## src/rtl/mac_pkg.sv

```systemverilog
// Shared MAC definitions: stream beat type, FSM states, CRC-32 constants and the
// byte-wise reflected CRC-32 update used by both the FCS inserter and the receive checker.
package mac_pkg;

  typedef struct packed {
    logic       sop;
    logic       eop;
    logic       err;
    logic [7:0] dat;
  } stream_t;

  typedef enum logic [1:0] {
    S_IDLE,
    S_DATA,
    S_PAD,
    S_FCS
  } fcs_state_e;

  localparam logic [31:0] CRC32_POLY    = 32'h04C11DB7;
  // Bit-reversed CRC32_POLY, used by the LSB-first shift register.
  localparam logic [31:0] CRC32_POLY_RF = 32'hEDB88320;
  localparam logic [31:0] CRC32_INIT    = 32'hFFFFFFFF;
  localparam logic [31:0] CRC32_RESIDUE = 32'hC704DD7B;
  localparam int          MIN_FRAME_LEN = 60;

  function automatic logic [31:0] crc32_byte(input logic [31:0] crc, input logic [7:0] data);
    logic [31:0] c;
    c = crc;
    for (int i = 0; i < 8; i++) begin
      if (c[0] ^ data[i]) c = (c >> 1) ^ CRC32_POLY_RF;
      else                c = c >> 1;
    end
    return c;
  endfunction

endpackage

```

## src/rtl/fcs_insert.sv

```systemverilog
// Appends pad bytes and a 4-byte CRC-32 FCS to each frame; one output register stage (latency 1).
// Input is stalled while padding or sending FCS, and whenever the held output beat is not taken.
module fcs_insert
  import mac_pkg::*;
#(
  parameter int unsigned P_MIN_LEN = MIN_FRAME_LEN,
  parameter bit          P_PAD_EN  = 1'b1
) (
  input  logic       clk,
  input  logic       rst_n,
  input  logic       stream_in_startofpacket,
  input  logic       stream_in_endofpacket,
  input  logic       stream_in_valid,
  input  logic [7:0] stream_in_data,
  input  logic       stream_in_error,
  output logic       stream_in_ready,
  output logic       stream_out_startofpacket,
  output logic       stream_out_endofpacket,
  output logic       stream_out_valid,
  output logic [7:0] stream_out_data,
  output logic       stream_out_error,
  input  logic       stream_out_ready
);

  localparam logic [15:0] MIN_LEN = 16'(P_MIN_LEN);

  fcs_state_e  state_q, state_d;
  logic [15:0] cnt_q, cnt_d;
  logic [31:0] crc_q, crc_d;
  logic        err_q, err_d;
  logic [1:0]  idx_q, idx_d;
  logic        vld_q, vld_d;
  stream_t     out_q, out_d;

  logic        out_free;
  logic        in_acc;
  logic [15:0] cnt_inc;
  logic [31:0] fcs;

  assign out_free        = !vld_q || stream_out_ready;
  assign stream_in_ready = rst_n && out_free && (state_q == S_IDLE || state_q == S_DATA);
  assign in_acc          = stream_in_valid && stream_in_ready;
  assign cnt_inc         = (cnt_q == 16'hFFFF) ? cnt_q : cnt_q + 16'd1;
  // An errored frame gets its whole FCS inverted so downstream checkers reject it.
  assign fcs             = ~crc_q ^ {32{err_q}};

  always_comb begin
    state_d = state_q;
    cnt_d   = cnt_q;
    crc_d   = crc_q;
    err_d   = err_q;
    idx_d   = idx_q;
    vld_d   = vld_q;
    out_d   = out_q;
    if (out_free) begin
      vld_d     = 1'b0;
      out_d.sop = 1'b0;
      out_d.eop = 1'b0;
      out_d.err = 1'b0;
    end
    unique case (state_q)
      S_IDLE, S_DATA: begin
        if (in_acc && (state_q == S_DATA || stream_in_startofpacket)) begin
          vld_d     = 1'b1;
          out_d.dat = stream_in_data;
          out_d.sop = (state_q == S_IDLE);
          idx_d     = 2'd0;
          if (state_q == S_IDLE) begin
            crc_d = crc32_byte(CRC32_INIT, stream_in_data);
            cnt_d = 16'd1;
            err_d = stream_in_error;
          end else begin
            crc_d = crc32_byte(crc_q, stream_in_data);
            cnt_d = cnt_inc;
            err_d = err_q | stream_in_error;
          end
          if (stream_in_endofpacket) state_d = (P_PAD_EN && cnt_d < MIN_LEN) ? S_PAD : S_FCS;
          else                       state_d = S_DATA;
        end
      end
      S_PAD: begin
        if (out_free) begin
          vld_d     = 1'b1;
          out_d.dat = 8'h00;
          crc_d     = crc32_byte(crc_q, 8'h00);
          cnt_d     = cnt_inc;
          if (cnt_inc >= MIN_LEN) state_d = S_FCS;
        end
      end
      S_FCS: begin
        if (out_free) begin
          vld_d     = 1'b1;
          out_d.dat = 8'(fcs >> {idx_q, 3'b000});
          idx_d     = idx_q + 2'd1;
          if (idx_q == 2'd3) begin
            out_d.eop = 1'b1;
            out_d.err = err_q;
            state_d   = S_IDLE;
          end
        end
      end
      default: state_d = S_IDLE;
    endcase
  end

  always_ff @(posedge clk) begin
    if (!rst_n) begin
      state_q <= S_IDLE;
      cnt_q   <= 16'd0;
      crc_q   <= CRC32_INIT;
      err_q   <= 1'b0;
      idx_q   <= 2'd0;
      vld_q   <= 1'b0;
      out_q   <= '0;
    end else begin
      state_q <= state_d;
      cnt_q   <= cnt_d;
      crc_q   <= crc_d;
      err_q   <= err_d;
      idx_q   <= idx_d;
      vld_q   <= vld_d;
      out_q   <= out_d;
    end
  end

  assign stream_out_valid         = vld_q;
  assign stream_out_startofpacket = out_q.sop;
  assign stream_out_endofpacket   = out_q.eop;
  assign stream_out_error         = out_q.err;
  assign stream_out_data          = out_q.dat;

endmodule

```

## config.mk

```make
export PLATFORM = sky130hd
export DESIGN_NAME = fcs_insert
export DESIGN_NICKNAME = d
export VERILOG_FILES = /design/src/rtl/mac_pkg.sv /design/src/rtl/fcs_insert.sv
export SDC_FILE = /design/constraint.sdc
export NUM_CORES = 1
export LEC_CHECK = 0
export ABC_AREA = 0
export BUFFER_PORTS_ARGS = -buffer_cell sky130_fd_sc_hd__buf_4
export CORE_UTILIZATION = 60
export DETAILED_ROUTE_END_ITERATION = 7
export PLACE_DENSITY = 0.8
export SLEW_MARGIN = 20
export SYNTH_ARGS = -nofsm -noshare
export SYNTH_HDL_FRONTEND = slang
export SYNTH_SLANG_ARGS = --single-unit
```

## constraint.sdc

```tcl
create_clock -name clk -period 3.4 [get_ports clk]
set_input_delay 1.02 -clock clk [delete_from_list [all_inputs] [get_ports clk]]
set_output_delay 1.02 -clock clk [all_outputs]
set_load 0.1 [all_outputs]
```

==> results of run 1 <==
[per-stage QoR]
step                hold slack [ns]  instance area (µm²)  power, mW  utilization
floorplan                    0.4689                 5330      2.059            -
global placement             0.4595                 5517      2.291       0.6357
detailed placement           0.4799                 5517      2.324       0.6357
CTS                          0.4918                 5697      2.934       0.6564
global route                 0.5136                 5697      3.100       0.6564
finish                       0.4854                 5697      2.947       0.6564
[cells in the final DEF, fill, tap and decap left out, types with 14 or more instances in the layout]
master	synthesis	final
xnor2_1	88	88
dfxtp_1	65	65
nand2_1	59	59
nor2_1	55	55
xor2_1	43	43
buf_4	10	40
o21ai_0	30	30
nand3_1	26	26
a21oi_1	24	24
o211ai_1	14	14
[report_power, final]
group	internal, mW	switching (mW)
clock network	0.285	0.322
logic	0.643	0.779
registers	0.822	0.0958
total	1.75	1.20
[worst max-delay path: stages]
cell and delay (ns):
buf_4 0.11, nand2b_1 0.24, and3_1 0.24, buf_4 0.23
[sequential cells by signal, summed over array words and instances, names as in the netlist, named ones only]
register,count
crc_q,32
err_q,1
stream_out_startofpacket,1
cnt_q,16
stream_out_valid,1
idx_q,2
state_q,2
stream_out_data,8
[synth_stat cells, drive strengths merged, types with 3 or more instances]
master / instances
nand4: 5
a221o: 5
nand3: 26
buf: 21
o311ai: 11
xnor3: 6
a21oi: 25
mux2i: 4
and3: 8
nand2: 59
o22ai: 4
xor3: 3
xnor2: 100
o21ai: 33
inv: 8
nor3: 7
nor2: 55
xor2: 44
mux4: 8
a211oi: 8
a41oi: 4
o211a: 10
dfxtp: 65
o211ai: 14
a31oi: 10
o221ai: 5
clkbuf: 32
nor2b: 6
a21boi: 5
[logic make-up after synthesis]
group | Yosys count | synth area share
buf+inv | 63 | 0.05751
mux | 14 | 0.04554
flops | 65 | 0.2441
simple gates | 178 | 0.1488
fa+ha+maj | 2 | 0.004694
compound gates | 150 | 0.1970
xor+xnor | 153 | 0.3023
[routing by layer]
| metal | routed length, µm | global-route usage | vias to the layer above |
|---|---|---|---|
| li1 | - | - | 2215 |
| met1 | 6344 | 0.4954 | 2245 |
| met2 | 6602 | 0.5230 | 273 |
| met3 | 1572 | 0.06082 | 41 |
| met4 | 491 | 0.1455 | 0 |
| met5 | 0 | 0 | - |
[worst max path at each step]
| stage | from | endpoint | depth (start not counted) |
|---|---|---|---|
| CTS | stream_out_ready | stream_in_ready | 4 |
| floorplan | rst_n | stream_in_ready | 2 |
| finish | stream_out_ready | stream_in_ready | 4 |
| global placement | stream_out_ready | stream_in_ready | 4 |
| detailed placement | stream_out_ready | stream_in_ready | 4 |
| global route | stream_out_ready | stream_in_ready | 4 |
[final cells by class]
cell class,instances,area (µm²)
clock inverters,6,42.54
clock buffers,10,137.6
repair buffers,41,320.3
fillers,743,2982
inverters,10,37.54
well taps,108,135.1
flip-flops and latches,65,1301
multi-input cells,497,3722
==> flow_metrics.env, run 1 <==
export IMPL_outcome="completed"
export IMPL_antenna_found_initial=0
export IMPL_finalCritPeriodShare=0.8399
export IMPL_dp_worst_setup_slack_ns=0.5527
export IMPL_end_kind="primary output"
export IMPL_synth_edff_count=0
export IMPL_synth_top_area_frac=0.2441
export IMPL_area_delta_synth_final_pct=6.878
export IMPL_remaining_drc_errors=0
export IMPL_drv_slew=0
export IMPL_drive_above_1_share=0.1320
export IMPL_core_area_um2=8678
export IMPL_synthCells=625
export IMPL_rsz0062_at_grt="false"
export IMPL_grt_max_degree=53
export IMPL_netlist_top_cells_area="dfxtp_1 (24%), xnor2_1 (14%), xor2_1 (7.1%), nand2_1 (4.2%), nor2_1 (3.9%)"
export IMPL_wire_per_inst_um=20.37
export IMPL_num_rows=34
export IMPL_clkTransAtPathRegs_ns=0.08
export IMPL_fin_cells=737
export IMPL_grt_overflow=0
export IMPL_grt_total_usage=0.3502
export IMPL_grt_pass1_vias=4369
export IMPL_fin_ws_ns=0.5445
export IMPL_numPortBuffers=27
export IMPL_drt_pre_antenna_iters=6
export IMPL_ys_types=63
export IMPL_rr_endpoint="crc_q[19]"
export IMPL_max_freq_mhz=350.2
export IMPL_synth_area_per_cell_um2=8.528
export IMPL_slew_headroom=0.4823
export IMPL_cp_start_kind="primary input"
export IMPL_vdd_drop_max_mv=0.3639
export IMPL_p_leak_nw=2.247
export IMPL_seq_area_frac_synth=0.2441
export IMPL_period_needed_ns=2.856
export IMPL_crit_required_ns=2.38
export IMPL_cts_hold_buffers=0
export IMPL_ys_flop_type="dfxtp_1"
export IMPL_die_w_um=96.25
export IMPL_worstHoldPathCells=2
export IMPL_power_per_cell_area_nw_per_um2=517.3
export IMPL_placed_cells=721
export IMPL_setup_viol=0
export IMPL_synth_area_um2=5330
export IMPL_crit_fanout=6
export IMPL_ys_warn_count=0
export IMPL_gp_congestion=0.9577
export IMPL_finalHoldViolCount=0
export IMPL_rr_worst_depth=6
export IMPL_grt_pass1_wl_um=23850
export IMPL_num_vias=4774
export IMPL_drt_iter0_drc=460
export IMPL_setup_tns_final_ns=0
export IMPL_cts_setup_buffers=0
export IMPL_io_pins=28
export IMPL_synth_fp_nets=642
export IMPL_netlist_top_cell_by_area="dfxtp_1"
export IMPL_max_cap_violations=0
export IMPL_dp_hpwl_um=10770
export IMPL_nNetsFinal=641
export IMPL_start_util=0.6142
export IMPL_root_buffer="clkbuf_8"
export IMPL_final_antenna_net_count=0
export IMPL_h_tree_depth=3
export IMPL_min_path_type="register to register"
export IMPL_numCtsBuffers=9
export IMPL_cts_resized=0
export IMPL_path_class="primary input to primary output"
export IMPL_drt_total_wl_um=15010
export IMPL_die_area_um2=9264
export IMPL_ys_ff_latch=65
export IMPL_async_reset_ff_frac=0
export IMPL_antenna_cells=0
export IMPL_rrSetupSlack_ns=1.02
export IMPL_clk_path_buf_depth=2
export IMPL_cts_tree="done"
export IMPL_max_slew_worst_pin_slew_ns=0.7755
export IMPL_clock_sinks=65
export IMPL_clock_latency_ns=0.35
export IMPL_cp_arrival_ns=1.84
export IMPL_vias_per_cell=6.478
export IMPL_final_setup_skew_ns=0.008250
export IMPL_r2r_start="crc_q[0]"
export IMPL_die_y_um=96.25
Note: power is estimated with default switching activity, not from simulation.
==> run 2: changes to the inputs <==
Settings changed: CORE_UTILIZATION 60 to 57.
Clock period 3.4 ns to 2.6 ns, I/O delays scaled along.
==> flow_metrics.env, run 2 (synthesis results as in run 1) <==
export IMPL_cts_setup_buffers=0
export IMPL_max_freq_mhz=419.5
export IMPL_drt_iter0_drc=434
export IMPL_gp_congestion=0.9977
export IMPL_die_y_um=98.70
export IMPL_h_tree_depth=3
export IMPL_num_rows=34
export IMPL_crit_start="stream_out_ready"
export IMPL_remaining_drc_errors=0
export IMPL_clkTransAtPathRegs_ns=0.08
export IMPL_io_pins=28
export IMPL_final_setup_skew_ns=0.01160
export IMPL_cpLargestDelayFamily="simple AND/OR/NAND/NOR gates"
export IMPL_r2r_start="state_q[0]"
export IMPL_drv_slew=0
export IMPL_start_util=0.5995
export IMPL_drt_pre_antenna_iters=5
export IMPL_final_common_cell="xnor2_1"
export IMPL_crit_buf_inv=2
export IMPL_antenna_cells=0
export IMPL_grt_pass1_vias=4638
export IMPL_grt_max_degree=40
export IMPL_cts_tree="done"
export IMPL_crit_required_ns=1.82
export IMPL_outcome="completed"
export IMPL_nNetsFinal=661
export IMPL_min_path_type="register to register"
export IMPL_area_delta_synth_final_pct=10.16
export IMPL_fillCellCount=722
export IMPL_numPortBuffers=27
export IMPL_crit_path_top_delay_cell="and3_2"
export IMPL_holdWs_ns=0.4775
export IMPL_die_area_um2=9742
export IMPL_cp_common_cell="buf_4"
export IMPL_rsz0062_at_grt="false"
export IMPL_power_per_cell_area_nw_per_um2=693.1
export IMPL_period_needed_ns=2.384
export IMPL_clk_path_buf_depth=2
export IMPL_finalHoldViolCount=0
export IMPL_place_area_um2=5670
export IMPL_path_class="primary input to primary output"
export IMPL_drive_above_1_share=0.1618
export IMPL_max_cap_violations=0
export IMPL_layout_common_cells="xnor2_1 (88), dfxtp_1 (65), buf_4 (60)"
export IMPL_crit_fanout=6
export IMPL_core_area_um2=8891
export IMPL_stdcell_area_um2=5872
export IMPL_num_vias=4946
export IMPL_cp_arrival_ns=1.60
export IMPL_antenna_found_initial=0
export IMPL_p_leak_nw=2.356
export IMPL_die_w_um=98.70
export IMPL_vias_per_cell=6.534
export IMPL_top_register="crc_q"
export IMPL_crit_chain="buf_4, nand2b_1, and3_2, buf_4"
export IMPL_grt_total_usage=0.3379
export IMPL_grt_pass1_wl_um=25250
export IMPL_finalCritPeriodShare=0.9168
export IMPL_setup_tns_final_ns=0
export IMPL_numCtsBuffers=9
export IMPL_end_kind="primary output"
export IMPL_cts_resized=0
export IMPL_clock_sinks=65
export IMPL_dp_hpwl_um=11350
export IMPL_max_slew_worst_pin_slew_ns=0.8484
export IMPL_final_antenna_net_count=0
export IMPL_cp_start_kind="primary input"
export IMPL_wire_per_inst_um=20.99
export IMPL_vdd_drop_max_mv=0.4047
export IMPL_largest_reg_flops=32
export IMPL_clock_latency_ns=0.36
export IMPL_slew_headroom=0.4338
export IMPL_setup_viol=0
export IMPL_max_stage_delay_ns=0.26
export IMPL_root_buffer="clkbuf_8"
export IMPL_drt_total_wl_um=15890
export IMPL_grt_overflow=0
export IMPL_fin_util=0.6604
export IMPL_cts_hold_buffers=0
run 2: cell types whose count changed in the layout (fill, tap and decap cells not counted), sizes merged:
cell      change
inv           +1
clkinvlp      -1
buf          +20
clkbuf        -1
bufinv        +1
run 2: area by class of cell:
class	count	area [µm²]	share of cell area
clock buffers	9	123.9	0.02110
clock inverters	7	77.57	0.01321
inverters	10	37.54	0.006393
multi-input cells	497	3726	0.6346
flip-flops and latches	65	1301	0.2216
well taps	108	135.1	0.02301
repair buffers	61	470.5	0.08012
run 2: final timing paths:
path,cells after the start,slack (ns),endpoint
hold / removal,2,0.48,register
setup reg to reg,5,0.30,crc_q[0]
setup / recovery,4,0.22,stream_in_ready
hold reg to reg,2,0.48,register
run 2: per-stage QoR:
stage / instances / power, mW / setup slack (ns)
6_report: 757 / 4.070 / 0.2164
5_1_grt: 757 / 4.244 / 0.1030
4_1_cts: 757 / 4.035 / 0.2297
3_5_place_dp: 741 / 3.117 / 0.05796
3_3_place_gp: 741 / 3.069 / 0.1230
2_1_floorplan: 625 / 2.693 / 0.1564
run 2: worst register-to-register path: stages (launching register included):
cell,delay [ns]
dfxtp_1,0.58
clkinv_1,0.47
nand2_1,0.58
a21oi_1,0.15
a221o_1,0.30
o211ai_1,0.15
run 2: layer usage:
metal | share of wire | up-vias | global-route usage
met4 | 0.038 | 0 | 0.1653
li1 | - | 2255 | -
met2 | 0.44 | 292 | 0.5119
met5 | 0 | - | 0
met3 | 0.10 | 58 | 0.07801
met1 | 0.42 | 2341 | 0.4550
run 2: power by group:
group          leakage [nW]  internal [mW]  total (mW)  switching [mW]
clock network         0.100          0.451       0.911           0.460
logic                  1.72          0.890        1.97            1.08
registers             0.532           1.07        1.19           0.113
